File: config.mk
export PLATFORM = sky130hd
export DESIGN_NAME = uart_tx_mmio_flat
export DESIGN_NICKNAME = d
export VERILOG_FILES = /design/src/rtl/uart_pkg.sv /design/src/rtl/uart_tx_mmio_if.sv /design/src/rtl/uart_tx_fifo.sv /design/src/rtl/uart_tx_mmio.sv /design/src/flat_wrapper.sv
export SDC_FILE = /design/constraint.sdc
export NUM_CORES = 1
export LEC_CHECK = 0
export ABC_AREA = 1
export BUFFER_PORTS_ARGS = -buffer_cell sky130_fd_sc_hd__buf_2
export CORE_MARGIN = 2
export CORE_UTILIZATION = 56
export CTS_BUF_LIST = sky130_fd_sc_hd__clkbuf_2
export DETAILED_ROUTE_END_ITERATION = 6
export PLACE_DENSITY = 0.84
export SYNTH_ARGS = -nofsm -noshare
export SYNTH_HDL_FRONTEND = slang
export SYNTH_SLANG_ARGS = --single-unit
File: constraint.sdc
create_clock -name clk -period 2.2 [get_ports clk]
set_input_delay 0.33 -clock clk [delete_from_list [all_inputs] [get_ports clk]]
set_output_delay 0.33 -clock clk [all_outputs]
set_load 0.02 [all_outputs]
File: src/rtl/uart_pkg.sv
// Shared types and register-map constants for the memory-mapped UART transmitter.
package uart_pkg;

   typedef enum logic [1:0] {
      IDLE,
      START,
      DATA,
      STOP
   } tx_state_t;

   localparam logic [1:0] ADDR_TXDATA = 2'd0;
   localparam logic [1:0] ADDR_STATUS = 2'd1;

   // STATUS word layout: {count[3:0], 1'b0, empty, full, tx_busy}
   localparam int unsigned ST_BUSY    = 0;
   localparam int unsigned ST_FULL    = 1;
   localparam int unsigned ST_EMPTY   = 2;
   localparam int unsigned ST_CNT_LSB = 4;

endpackage

File: src/rtl/uart_tx_mmio_if.sv
// CPU data-bus view of the UART: store/read decode inputs, read data and pipeline stall.
interface uart_tx_mmio_if;

   logic        cs;
   logic        wr_en;
   logic [1:0]  addr;
   logic [7:0]  wdata;
   logic [31:0] rdata;
   logic        stall;

   modport master (
      output cs, wr_en, addr, wdata,
      input  rdata, stall
   );

   modport slave (
      input  cs, wr_en, addr, wdata,
      output rdata, stall
   );

endinterface

File: src/rtl/uart_tx_fifo.sv
// Byte FIFO with power-of-two depth; pointers wrap naturally, count is one bit wider.
module uart_tx_fifo #(
   parameter  int unsigned DEPTH = 8,
   localparam int unsigned AW    = $clog2(DEPTH),
   localparam int unsigned CW    = AW + 1
) (
   input  logic          clk,
   input  logic          rst,
   input  logic          push,
   input  logic [7:0]    din,
   input  logic          pop,
   output logic [7:0]    dout,
   output logic          full,
   output logic          empty,
   output logic [CW-1:0] count
);

   logic [7:0]    mem [DEPTH];
   logic [AW-1:0] wr_ptr;
   logic [AW-1:0] rd_ptr;
   logic          do_push;
   logic          do_pop;

   assign full    = (count == CW'(DEPTH));
   assign empty   = (count == '0);
   assign do_push = push & ~full;
   assign do_pop  = pop & ~empty;
   assign dout    = mem[rd_ptr];

   always_ff @(posedge clk) begin
      if (do_push) begin
         mem[wr_ptr] <= din;
      end
   end

   always_ff @(posedge clk) begin
      if (!rst) begin
         wr_ptr <= '0;
         rd_ptr <= '0;
         count  <= '0;
      end else begin
         if (do_push) begin
            wr_ptr <= wr_ptr + 1'b1;
         end
         if (do_pop) begin
            rd_ptr <= rd_ptr + 1'b1;
         end
         case ({do_push, do_pop})
            2'b10:   count <= count + 1'b1;
            2'b01:   count <= count - 1'b1;
            default: count <= count;
         endcase
      end
   end

endmodule

File: src/rtl/uart_tx_mmio.sv
// Memory-mapped 8N1 UART transmitter: bus decode, stall generation, TX FIFO and serialiser FSM.
module uart_tx_mmio
   import uart_pkg::*;
#(
   parameter int unsigned CLKS_PER_BIT = 868,
   parameter int unsigned FIFO_DEPTH   = 8
) (
   input  logic          clk,
   input  logic          rst,
   uart_tx_mmio_if.slave bus,
   output logic          tx,
   output logic          tx_busy
);

   localparam int unsigned CW        = $clog2(FIFO_DEPTH) + 1;
   localparam logic [15:0] BAUD_LAST = 16'(CLKS_PER_BIT - 1);

   tx_state_t       state;
   logic [15:0]     baud;
   logic [2:0]      bit_idx;
   logic [7:0]      shift;
   logic            baud_done;

   logic            push_req;
   logic            push;
   logic            pop;
   logic [7:0]      fifo_dout;
   logic            full;
   logic            empty;
   logic [CW-1:0]   count;
   logic [3:0]      cnt4;

   assign push_req  = bus.cs & bus.wr_en & (bus.addr == ADDR_TXDATA);
   assign push      = push_req & ~full;
   assign pop       = (state == IDLE) & ~empty;
   // Stall follows the registered count, so a same-cycle pop still holds the store one cycle.
   assign bus.stall = push_req & full;
   assign baud_done = (baud == BAUD_LAST);
   assign cnt4      = 4'(count);

   uart_tx_fifo #(
      .DEPTH (FIFO_DEPTH)
   ) u_fifo (
      .clk   (clk),
      .rst   (rst),
      .push  (push),
      .din   (bus.wdata),
      .pop   (pop),
      .dout  (fifo_dout),
      .full  (full),
      .empty (empty),
      .count (count)
   );

   always_comb begin
      bus.rdata = '0;
      if (bus.cs && bus.addr == ADDR_STATUS) begin
         bus.rdata[ST_BUSY]            = tx_busy;
         bus.rdata[ST_FULL]            = full;
         bus.rdata[ST_EMPTY]           = empty;
         bus.rdata[ST_CNT_LSB +: 4]    = cnt4;
      end
   end

   // tx and tx_busy are updated on the same edge as state so the pin never glitches.
   always_ff @(posedge clk) begin
      if (!rst) begin
         state   <= IDLE;
         baud    <= '0;
         bit_idx <= '0;
         shift   <= '0;
         tx      <= 1'b1;
         tx_busy <= 1'b0;
      end else begin
         case (state)
            IDLE: begin
               tx <= 1'b1;
               if (!empty) begin
                  shift   <= fifo_dout;
                  baud    <= '0;
                  state   <= START;
                  tx      <= 1'b0;
                  tx_busy <= 1'b1;
               end
            end
            START: begin
               if (baud_done) begin
                  baud    <= '0;
                  bit_idx <= '0;
                  state   <= DATA;
                  tx      <= shift[0];
               end else begin
                  baud <= baud + 16'd1;
               end
            end
            DATA: begin
               if (baud_done) begin
                  baud <= '0;
                  if (bit_idx == 3'd7) begin
                     state <= STOP;
                     tx    <= 1'b1;
                  end else begin
                     bit_idx <= bit_idx + 3'd1;
                     shift   <= {1'b0, shift[7:1]};
                     tx      <= shift[1];
                  end
               end else begin
                  baud <= baud + 16'd1;
               end
            end
            STOP: begin
               if (baud_done) begin
                  baud    <= '0;
                  state   <= IDLE;
                  tx_busy <= 1'b0;
               end else begin
                  baud <= baud + 16'd1;
               end
            end
            default: begin
               state   <= IDLE;
               tx      <= 1'b1;
               tx_busy <= 1'b0;
            end
         endcase
      end
   end

endmodule

File: src/flat_wrapper.sv
// flat-port wrapper written by rule: the top's interface ports become plain ports
module uart_tx_mmio_flat import uart_pkg::*;
#(
   parameter int unsigned CLKS_PER_BIT = 868,
   parameter int unsigned FIFO_DEPTH   = 8
)
  (clk, rst, tx, tx_busy, bus_cs, bus_wr_en, bus_addr, bus_wdata, bus_rdata, bus_stall);
  uart_tx_mmio_if bus_i ();
  input  logic clk;
  input  logic rst;
  output logic tx;
  output logic tx_busy;
  input wire logic [$bits(bus_i.cs)-1:0] bus_cs;
  input wire logic [$bits(bus_i.wr_en)-1:0] bus_wr_en;
  input wire logic [$bits(bus_i.addr)-1:0] bus_addr;
  input wire logic [$bits(bus_i.wdata)-1:0] bus_wdata;
  output wire logic [$bits(bus_i.rdata)-1:0] bus_rdata;
  output wire logic [$bits(bus_i.stall)-1:0] bus_stall;
  assign bus_i.cs = bus_cs;
  assign bus_i.wr_en = bus_wr_en;
  assign bus_i.addr = bus_addr;
  assign bus_i.wdata = bus_wdata;
  assign bus_rdata = bus_i.rdata;
  assign bus_stall = bus_i.stall;
  uart_tx_mmio #(.CLKS_PER_BIT(CLKS_PER_BIT), .FIFO_DEPTH(FIFO_DEPTH)) u_core (.clk(clk), .rst(rst), .bus(bus_i), .tx(tx), .tx_busy(tx_busy));
endmodule
After elaboration in Yosys (flattened, before gate mapping)
Memories as Yosys holds them, arrays and structs flattened. A register that Yosys moved wholly into a read port is not among the register bits.
Index checks and enable logic that the tools add are counted.
- flip-flop bits (word level): 41
- memory bits (writable): 64
- input bits: 14
- word-level logic and storage cells: 87
- memories: 1
- memory list (name ; depth ; width ; rd ports ; clocked after Yosys merged registers in ; write ports ; RTL line ; source):
    u_core.u_fifo.mem ; 8 ; 8 ; 1 ; 1 ; 1 ; uart_tx_fifo.sv:18 ; logic [7:0] mem [DEPTH];
- add/subtract/negate cells: 6
- eq/ne operators: 15
- muxes and demuxes: 32
- bitwise gates (word level): 9
- reduce and logical (&&, ||, !) cells: 15
- operators with widths (operator ; count):
    2-to-1 mux 16 bit ; 2
    case mux 16 bit (2 select lines) ; 1
    2-to-1 mux 8 bit ; 3
    2-to-1 mux 3 bit ; 6
    adder 16 x 1 -> 16 bit, second input constant ; 1
    equality test 16 x 10 -> 1 bit, second input constant ; 1
    case mux 8 bit (2 select lines) ; 1
    2-to-1 mux 2 bit ; 5
    adder 3 x 1 -> 3 bit, second input constant ; 3
    2-to-1 mux 1 bit ; 8
    != test 2 x 1 -> 1 bit, second input constant ; 4
    case mux 2 bit (4 select lines) ; 1
    case mux 4 bit (2 select lines) ; 1
    AND reduction 4 bit ; 2
    nonzero test 2 bit ; 4
    bitwise AND 1 bit ; 7
    equality test 2 x 1 -> 1 bit, second input constant ; 3
    equality test 2 bit, second input constant ; 3
    case mux 3 bit (2 select lines) ; 1
    AND reduction 3 bit ; 2
    AND reduction 5 bit ; 1
    adder 4 x 1 -> 4 bit, second input constant ; 1
    equality test 4 bit, second input constant ; 1
    logical NOT 2 bit ; 2
    other kinds (11) ; 13

Depth between registers and ports, before layout
Gate-level depths: netlist of run 1.
- word-level depth: 6
- mapped depth: 12
- gate-level depth less buffers: 11

By module
Synthesis of run 1 repeated with hierarchy kept, for this count alone.
- cells, all modules: 608
- area, all modules: 5367.6 um2
- by module, submodules not included (module ; instances ; cells an instance ; area each (um2)):
    uart_tx_fifo ; 1 ; 276 ; 3193.1
    uart_tx_mmio ; 1 ; 332 ; 2174.6

Worst setup path before layout of run 1
No wires, ideal clock.
- path type: register -> register
- start: register u_core.u_fifo.count[2]
- end: memory u_core.u_fifo.mem[0][0] (enable)
- library setup time: 0.383 ns
- arrival: 1.628 ns
- required time: 1.817 ns
- path slack: 0.189 ns
- cell stages (with the launch flop): 8
- clock period less this slack: 2.011 ns
- cell sequence: dfxtp_1 > inv_2 > nand2_2 > inv_2 > a21oi_2 > inv_2 > or2_4 > nor3_1
- longest elaborated chain between the ends: 6
- ends and longest elaborated chain (item ; RTL line ; source):
    from (decl) ; uart_tx_fifo.sv:15 ; output logic [CW-1:0] count
    from (signal assigned) ; uart_tx_fifo.sv:49 ; 2'b10: count <= count + 1'b1;
    from (signal assigned) ; uart_tx_fifo.sv:50 ; 2'b01: count <= count - 1'b1;
    from (signal assigned) ; uart_tx_fifo.sv:51 ; default: count <= count;
    equality test 4 bit * ; uart_tx_fifo.sv:24 ; assign full = (count == CW'(DEPTH));
    NOT 1 bit * ; uart_tx_fifo.sv:26, uart_tx_mmio.sv:34 ;
    bitwise AND 1 bit ; uart_tx_mmio.sv:34 ; assign push = push_req & ~full;
    bitwise AND 1 bit * ; uart_tx_fifo.sv:26 ; assign do_push = push & ~full;
    2-to-1 mux 1 bit * ; uart_tx_fifo.sv:31 ; if (do_push) begin
    2-to-1 mux 1 bit (implied by the code) * ; uart_tx_fifo.sv:32 ; mem[wr_ptr] <= din;
    to (decl) ; uart_tx_fifo.sv:18 ;
Every way passes the cells marked *; elsewhere a longest branch is shown, timed or not.

Worst setup path in the final report of run 1
- start: register u_core.u_fifo.count[1]
- end: register u_core.u_fifo.count[2]
- longest elaborated chain between the ends: 6
- elaborated cells on any way between the ends: 14
- classes of those cells: add/sub (2); eq/ne (3); mux (1); bitwise (6); reduce/logical (2)
- ends and longest elaborated chain (item ; RTL line ; source):
    equality test 4 bit or logical NOT 4 bit (tied branches) ; uart_tx_fifo.sv:24, uart_tx_fifo.sv:25 ;
    NOT 1 bit (on tied branches) ; - ;
    bitwise AND 1 bit (on tied branches) ; uart_tx_mmio.sv:34, uart_tx_mmio.sv:35 ;
    bitwise AND 1 bit (on tied branches) ; uart_tx_fifo.sv:26, uart_tx_fifo.sv:27 ;
    equality test 2 x 1 -> 1 bit or equality test 2 bit (tied branches) ; uart_tx_fifo.sv:48 ; case ({do_push, do_pop})
    case mux 4 bit (2 select lines) or nonzero test 2 bit (tied branches) ; - ;
Several ways; a longest one is shown, not always the timed one.
A chain may end at the register's enable or synchronous reset.

==> run metrics, run 1 <==
outcome=finished, final reports clean; reg-to-reg slack, setup=between 0.15 and 0.2 ns; Congestion Overflow GR=0; Pwr per Cell Area=1040 nW/µm²; Initial Util=57.3%; Port Buffers=23; area of the die=a little over 10000 µm²; Worst Path Required=2.72 ns; Critical Path Sink=u_core.u_fifo.count[2]$_SDFFE_PN0P_; worst hold path type=input pin to flip-flop; antenna viol nets, final=0; Slew Viols, Final=0; CP Max Fanout=6; post-synth top area share=roughly 36%; GRT Total Usage=between 20% and 30%; worst r2r src=u_core.u_fifo.count[1]$_SDFFE_PN0P_; largest net degree at the start of global routing=33; sequential element share of the synthesized area=between 50% and 60%; WP buf/inv=2; final hold violations=0; worst hold slack=approximately 0.14 ns; post-synthesis cell area=about 5300 µm²; Die Y=~100 µm; Worst Setup Start Kind=flip-flop; Placeable Area=between 9000 and 10000 µm²; Post-Layout Cell Count=754; total I/O pin count=49; Placer Congestion=approximately 0.9; Avg Cell Area, Syn=8.80 µm²; final wirelength=between 10000 and 15000 µm; Final setup viols=0; Cells after DPL=729; Fin Setup TNS=0 ns; CP max stage delay=0.47 ns; Vias=roughly 3900; DP HPWL=between 6000 and 7000 µm; largest area contributor in the netlist=edfxtp_1; cells after synthesis=roughly 600; main area contributors after synthesis=edfxtp_1 (36%), dfxtp_1 (17%), nand2_1 (9.3%); most frequent cells in the layout=nand2_1 (131), nor2_1 (87), edfxtp_1 (64); initial antenna violation count=0; r2r endpoint=u_core.u_fifo.count[2]$_SDFFE_PN0P_; max-cap violation count=0; post-CTS repair timing setup buffer count=0; first-pass GRT wire length=around 17000 µm; f_max=496 MHz; drt wl/cell=13.4 µm; DR DRC count=0; slowest cell on the critical path=dfxtp_1; cells on worst reg2reg path=11; clock-pin slew on the worst setup and hold paths=about 0.30 ns; Top Family by Delay on Critical Path=flip-flops; Final Cycle Share=about nine tenths; register bit total from synthesis=108; skew final=around 0.046 ns; H-Tree Depth=3; crit path cell chain=nor2_2 > nand2_2 > inv_2 > a21oi_2 > inv_2 > ha_2 > xor2_1 > ha_1 > a21oi_1 > xor2_1 > a21oi_1; layout cells sized above 1=approximately 14%; Ys Warns=0; total power after layout=just under 6 mW; library cells used by synthesis=41; worst ir drop on vdd=approximately 600 µV; worst endpoint data arrival time=about 2.5 ns; Synth-to-Final Area Change=7.50%; Antenna Cells=0; post-route minimum period=between 2 and 2.5 ns; vias in the first global route=3804; Skew-Pair Late Insertion Delay=0.59 ns; Vias/cell=about 5.2; static leakage=about 2.4 nW; DR iter-0 viols=around 170; std cell rows=35; buffer depth of the longest clock path=2; drt first pass iters=5; fin nets=roughly 670; kind of end point of the critical path=flip-flop; Setup CP Type=flip-flop to flip-flop; Setup crit start=u_core.u_fifo.count[1]$_SDFFE_PN0P_; unrepaired setup endpoints after global routing=false; most common cell after layout, fill and taps aside=nand2_1; CTS Sinks=around 110; die width=about 100 µm; CTS root buf=clkbuf_2; CP Depth=11; TritonCTS clock tree=built; Inserted Clock Buffers=9
metrics by stage:
stage,worst slack (ns),util [%],instance area (µm²)
after CTS,0.0453,61.5,5660
final,0.186,61.6,5660
after global routing,0.0183,61.6,5660
after global placement,0.219,59.0,5430
after detailed placement,0.0690,59.0,5430
after floorplan,0.189,-,5360
worst min-delay path: cells and delay by family:
family | cells | cell delay [ns]
buffers and inverters | 1 | 0.10
AND/OR/NAND/NOR | 2 | 0.17
AO/OA/AOI/OAI | 2 | 0.13
cells in the mapped netlist, drive strengths merged:
master / count
clkinv: 1
conb: 1
nor3: 19
nand3b: 2
or2: 2
ha: 14
dfxtp: 44
o211a: 1
clkbuf: 4
edfxtp: 64
a31oi: 2
a21boi: 1
o21a: 1
xor2: 4
nand2: 136
o21ai: 25
a21oi: 36
nor2: 91
buf: 41
nand3: 49
nand4: 4
o211ai: 3
inv: 51
o22ai: 1
nor3b: 2
flip-flops by register name (all words and copies together), names as in the netlist, named ones only:
| register | flops |
|---|---|
| u_core.baud | 16 |
| u_core.bit_idx | 3 |
| u_core.shift | 8 |
| u_core.state | 2 |
| u_core.tx | 1 |
| u_core.tx_busy | 1 |
| u_core.u_fifo.count | 4 |
| u_core.u_fifo.mem | 64 |
| u_core.u_fifo.rd_ptr | 3 |
| u_core.u_fifo.wr_ptr | 3 |
per-layer routing:
layer / track usage (%) / vias up / share of wire [%]
li1: - / 1998 / -
met1: 25.6 / 1825 / 41
met2: 37.9 / 105 / 52
met3: 4.65 / 20 / 5.1
met4: 6.13 / 0 / 1.7
met5: 0 / - / 0
logic make-up after synthesis:
family,synth area share [%]
adders and majority gates,3.32
other,0.0712
and+or+nand+nor,25.5
buffers and inverters,9.66
xor gates and xnor gates,0.665
AOI/OAI and AO/OA,7.62
DFF,53.2
area by class of cell:
class / count / area [µm²]
clock buffers: 9 / 45.0
clock inverters: 7 / 97.6
fillers: 750 / 3530
inverters: 52 / 195
multi-input cells: 418 / 2050
flip-flops and latches: 108 / 2810
well taps: 111 / 139
repair buffers: 49 / 333
worst min-delay path by stage:
| stage | from | endpoint | slack, ns | cells past startpoint |
|---|---|---|---|---|
| 6_report | bus_wr_en | u_core.u_fifo.wr_ptr[2]$_SDFFE_PN0P_ | 0.14 | 5 |
| 5_1_grt | bus_wr_en | u_core.u_fifo.wr_ptr[2]$_SDFFE_PN0P_ | 0.11 | 5 |
| 4_1_cts | bus_wr_en | u_core.u_fifo.wr_ptr[2]$_SDFFE_PN0P_ | 0.13 | 5 |
| 3_5_place_dp | u_core.u_fifo.rd_ptr[2]$_SDFFE_PN0P_ | u_core.u_fifo.rd_ptr[2]$_SDFFE_PN0P_ | 0.45 | 2 |
| 3_3_place_gp | u_core.u_fifo.rd_ptr[2]$_SDFFE_PN0P_ | u_core.u_fifo.rd_ptr[2]$_SDFFE_PN0P_ | 0.45 | 2 |
| 2_1_floorplan | bus_wdata[0] | u_core.u_fifo.mem[0][0]$_DFFE_PP_ | 0.43 | 0 |
what timing repair did:
item,CTS,global route
hold buffers,9,0
resized for setup,0,4
hold endpoints to repair,50,0
endpoints found under the setup margin,0,3
where the power goes:
part	total (mW)	internal [mW]	leakage (nW)	switching, mW
combinational	2.40	0.799	1.34	1.60
clock	1.03	0.307	0.0852	0.719
sequential	2.44	2.33	0.935	0.118
No activity file was read; power rests on OpenSTA's default activity.
==> run 2, diff against run 1 <==
--- a/config.mk
+++ b/config.mk
@@ -7,11 +7,12 @@
 export LEC_CHECK = 0
 export ABC_AREA = 1
 export BUFFER_PORTS_ARGS = -buffer_cell sky130_fd_sc_hd__buf_2
-export CORE_MARGIN = 2
-export CORE_UTILIZATION = 56
+export CORE_MARGIN = 8
+export CORE_UTILIZATION = 55
 export CTS_BUF_LIST = sky130_fd_sc_hd__clkbuf_2
 export DETAILED_ROUTE_END_ITERATION = 6
-export PLACE_DENSITY = 0.84
+export PLACE_DENSITY = 0.83
 export SYNTH_ARGS = -nofsm -noshare
 export SYNTH_HDL_FRONTEND = slang
+export SYNTH_HIERARCHICAL = 1
 export SYNTH_SLANG_ARGS = --single-unit
==> run metrics, run 2 <==
post-synthesis cell area=5370 µm² (+1.9%); die width=115 µm (+14%); total power after layout=5.68 mW (-3.2%); Inserted Clock Buffers=9 (unchanged); Worst Path Required=2.71 ns (about the same); Final setup viols=1 (+1); Final Core Density=59.6% (-2.0 points); Placeable Area=9640 µm² (+4.8%); max_slew headroom=~54%; largest area contributor in the netlist=edfxtp_1; dpl ws=-0.0163 ns (-0.0854 ns); Top Family by Delay on Critical Path=simple AND/OR/NAND/NOR gates; final wirelength=10900 µm (+8.3%); buffer depth of the longest clock path=2 (unchanged); CP Max Fanout=6 (unchanged); CTS Sinks=108 (unchanged); first-pass GRT wire length=17300 µm (+1.7%); crit path cell chain=nor2_1 > nand3_1 > inv_1 > nor2_1 > nand2_1 > inv_2 > ha_4 > nand2_1 > inv_1 > nor2_1 > ha_1 > a21oi_1 > xnor2_1 > o21ai_0 > inv_1; post-route design area=5750 µm² (+1.5%); most common library cells after synthesis=nand2_1 (125), nor2_1 (79), edfxtp_1 (64); area of the multi-input gates=2150 µm² (+4.8%); Pwr per Cell Area=988 nW/µm² (-4.6%); layout cells sized above 1=15.0% (+0.68 points); most frequent cells in the layout=nand2_1 (125), nor2_1 (79), edfxtp_1 (64); placed standard-cell area=5540 µm² (+2.1%); initial antenna violation count=0 (unchanged); drt first pass iters=5 (unchanged); library cells used by synthesis=37 (-9.8%); H-Tree Depth=3 (unchanged); Synth Flop Type=edfxtp_1; area of the die=13200 µm² (+29%); Post-synth EDFFs=64 (unchanged); Vias/cell=5.35 (+2.1%); Initial Util=55.7% (-1.6 points); Congestion Overflow GR=0 (unchanged); worst hold path type=input pin to flip-flop; slowest cell on the critical path=dfxtp_2; sequential element share of the synthesized area=52.2% (-0.98 points); Cells after DPL=762 (+4.5%); DR DRC count=0 (unchanged); failing checks=setup timing; unrepaired setup endpoints after global routing=true; fill count=799 (+6.5%); worst ir drop on vdd=611 µV (+3.4%); main area contributors after synthesis=edfxtp_1 (36%), dfxtp_1 (16%), nand2_1 (8.7%); final hold violations=0 (unchanged); Biggest register=u_core/u_fifo/mem; CP max stage delay=0.42 ns (-0.05 ns); total I/O pin count=49 (unchanged); Final Worst Setup Slack=-0.00433 ns (-0.190 ns); f_max=454 MHz (-8.6%); static leakage=2.26 nW (-4.5%); most common cell after layout, fill and taps aside=nand2_1; std cell rows=36 (+2.9%); max-cap violation count=0 (unchanged); worst-margin pin slew=about 0.69 ns; CTS root buf=clkbuf_2; clock-pin slew on the worst setup and hold paths=0.30 ns (about the same); Vias=4207 (+6.6%); cells after synthesis=608 (+1.5%); Final Cycle Share=100% (+8.6 points); Ys Warns=6 (+6); post-route minimum period=2.20 ns (+0.190 ns); largest net degree at the start of global routing=33 (unchanged); DR iter-0 viols=397 (+140%); Port Buffers=23 (unchanged); Register Area=2810 µm² (+0.27%); biggest regs=u_core/u_fifo/mem (64), u_core/baud (16), u_core/shift (8); Slew Viols, Final=0 (unchanged); Skew-Pair Late Insertion Delay=0.56 ns (-0.03 ns); vias in the first global route=4004 (+5.3%); Placer Congestion=0.838 (-6.7%); dominant cell by count in the synthesized netlist=nand2_1; worst endpoint data arrival time=2.71 ns (+0.17 ns); register bit total from synthesis=108 (unchanged); TritonCTS clock tree=built; Worst Setup Start Kind=flip-flop; post-synth top area share=35.8% (-0.67 points); Setup CP Type=flip-flop to flip-flop; DP HPWL=7550 µm (+9.3%); async set-reset flop share out of synthesis=0% (unchanged); Avg Cell Area, Syn=8.83 µm² (+0.37%); antenna viol nets, final=0 (unchanged); Largest register FFs=64 (unchanged); drt wl/cell=13.9 µm (+3.8%); Post-Layout Cell Count=787 (+4.4%); kind of end point of the critical path=flip-flop; skew final=0.0506 ns (+0.00427 ns); outcome=finished, violations left; Die Y=115 µm (+14%); Antenna Cells=0 (unchanged); WP buf/inv=4 (+2); GRT Total Usage=16.1% (-5.1 points); Synth-to-Final Area Change=7.09%; fin nets=676 (+1.5%)
run 2: cell count changes in the layout (fill, tap and decap cells not counted), sizes merged, moves of 3 or more:
| cell | previous run | this run |
|---|---|---|
| inv | 55 | 60 |
| o22ai | 1 | 8 |
| mux2i | 0 | 8 |
| nand2 | 136 | 133 |
| nor2 | 91 | 87 |
| dlygate4sd3 | 9 | 5 |
| buf | 40 | 43 |
| o21ai | 25 | 56 |
| nand3 | 49 | 30 |
| nand4 | 4 | 15 |
| nor3 | 19 | 6 |
run 2: final timing paths:
kind / to / slack [ns] / start / depth (start not counted)
max: u_core/u_fifo/count[2]$_SDFFE_PN0P_ / -0.004 / u_core/u_fifo/count[1]$_SDFFE_PN0P_ / 15
min: u_core/u_fifo/mem[1][0]$_DFFE_PP_ / 0.05 / bus_wdata[0] / 1
max reg2reg: u_core/u_fifo/count[2]$_SDFFE_PN0P_ / -0.004 / u_core/u_fifo/count[1]$_SDFFE_PN0P_ / 15
min reg2reg: u_core/shift[5]$_SDFFE_PN0P_ / 0.48 / u_core/shift[5]$_SDFFE_PN0P_ / 2
run 2: power breakdown:
group	total, mW	internal, mW	switching [mW]
sequential	2.42	2.31	0.115
clock	0.787	0.158	0.630
combinational	2.47	0.855	1.62
total	5.68	3.32	2.36
run 2: kinds of logic (layout without fill, tap and decap cells):
family | Yosys count | after routing | synth area share (%)
other cells | 1 | 25 | 0.0699
flops | 108 | 108 | 52.2
fa+ha+maj | 13 | 13 | 3.03
buf+inv | 100 | 122 | 10.0
compound gates | 100 | 100 | 9.77
mux | 8 | 8 | 1.49
xor+xnor | 4 | 4 | 0.653
simple gates | 274 | 274 | 22.7
run 2: repair_timing:
item                                   in CTS  in global routing
endpoints found under the hold margin      16                  4
buffers inserted                            0                  4
setup endpoints to repair                   1                  4
hold buffers                                4                  1
resized for setup                           3                 11
run 2: layer usage:
layer,routed length (µm),global-route usage (%),vias to the layer above
met5,0,0,-
met3,593,2.63,28
met2,5690,29.2,143
met4,216,8.23,0
met1,4430,17.7,1969
li1,-,-,2067
run 2: cell type report:
cell class | count | share of cell area, %
clock inverters | 6 | 0.653
multi-input cells | 424 | 37.4
clock buffers | 10 | 0.871
well taps | 133 | 2.90
inverters | 58 | 3.79
repair buffers | 48 | 5.49
flip-flops and latches | 108 | 48.9
run 2: stage by stage:
step	hold WS [ns]	setup TNS, ns
5_1_grt	-0.0105	-0.388
4_1_cts	0.000805	0
3_5_place_dp	0.457	-0.0163
3_3_place_gp	0.450	0
2_1_floorplan	0.429	0
6_report	0.0472	-0.00433
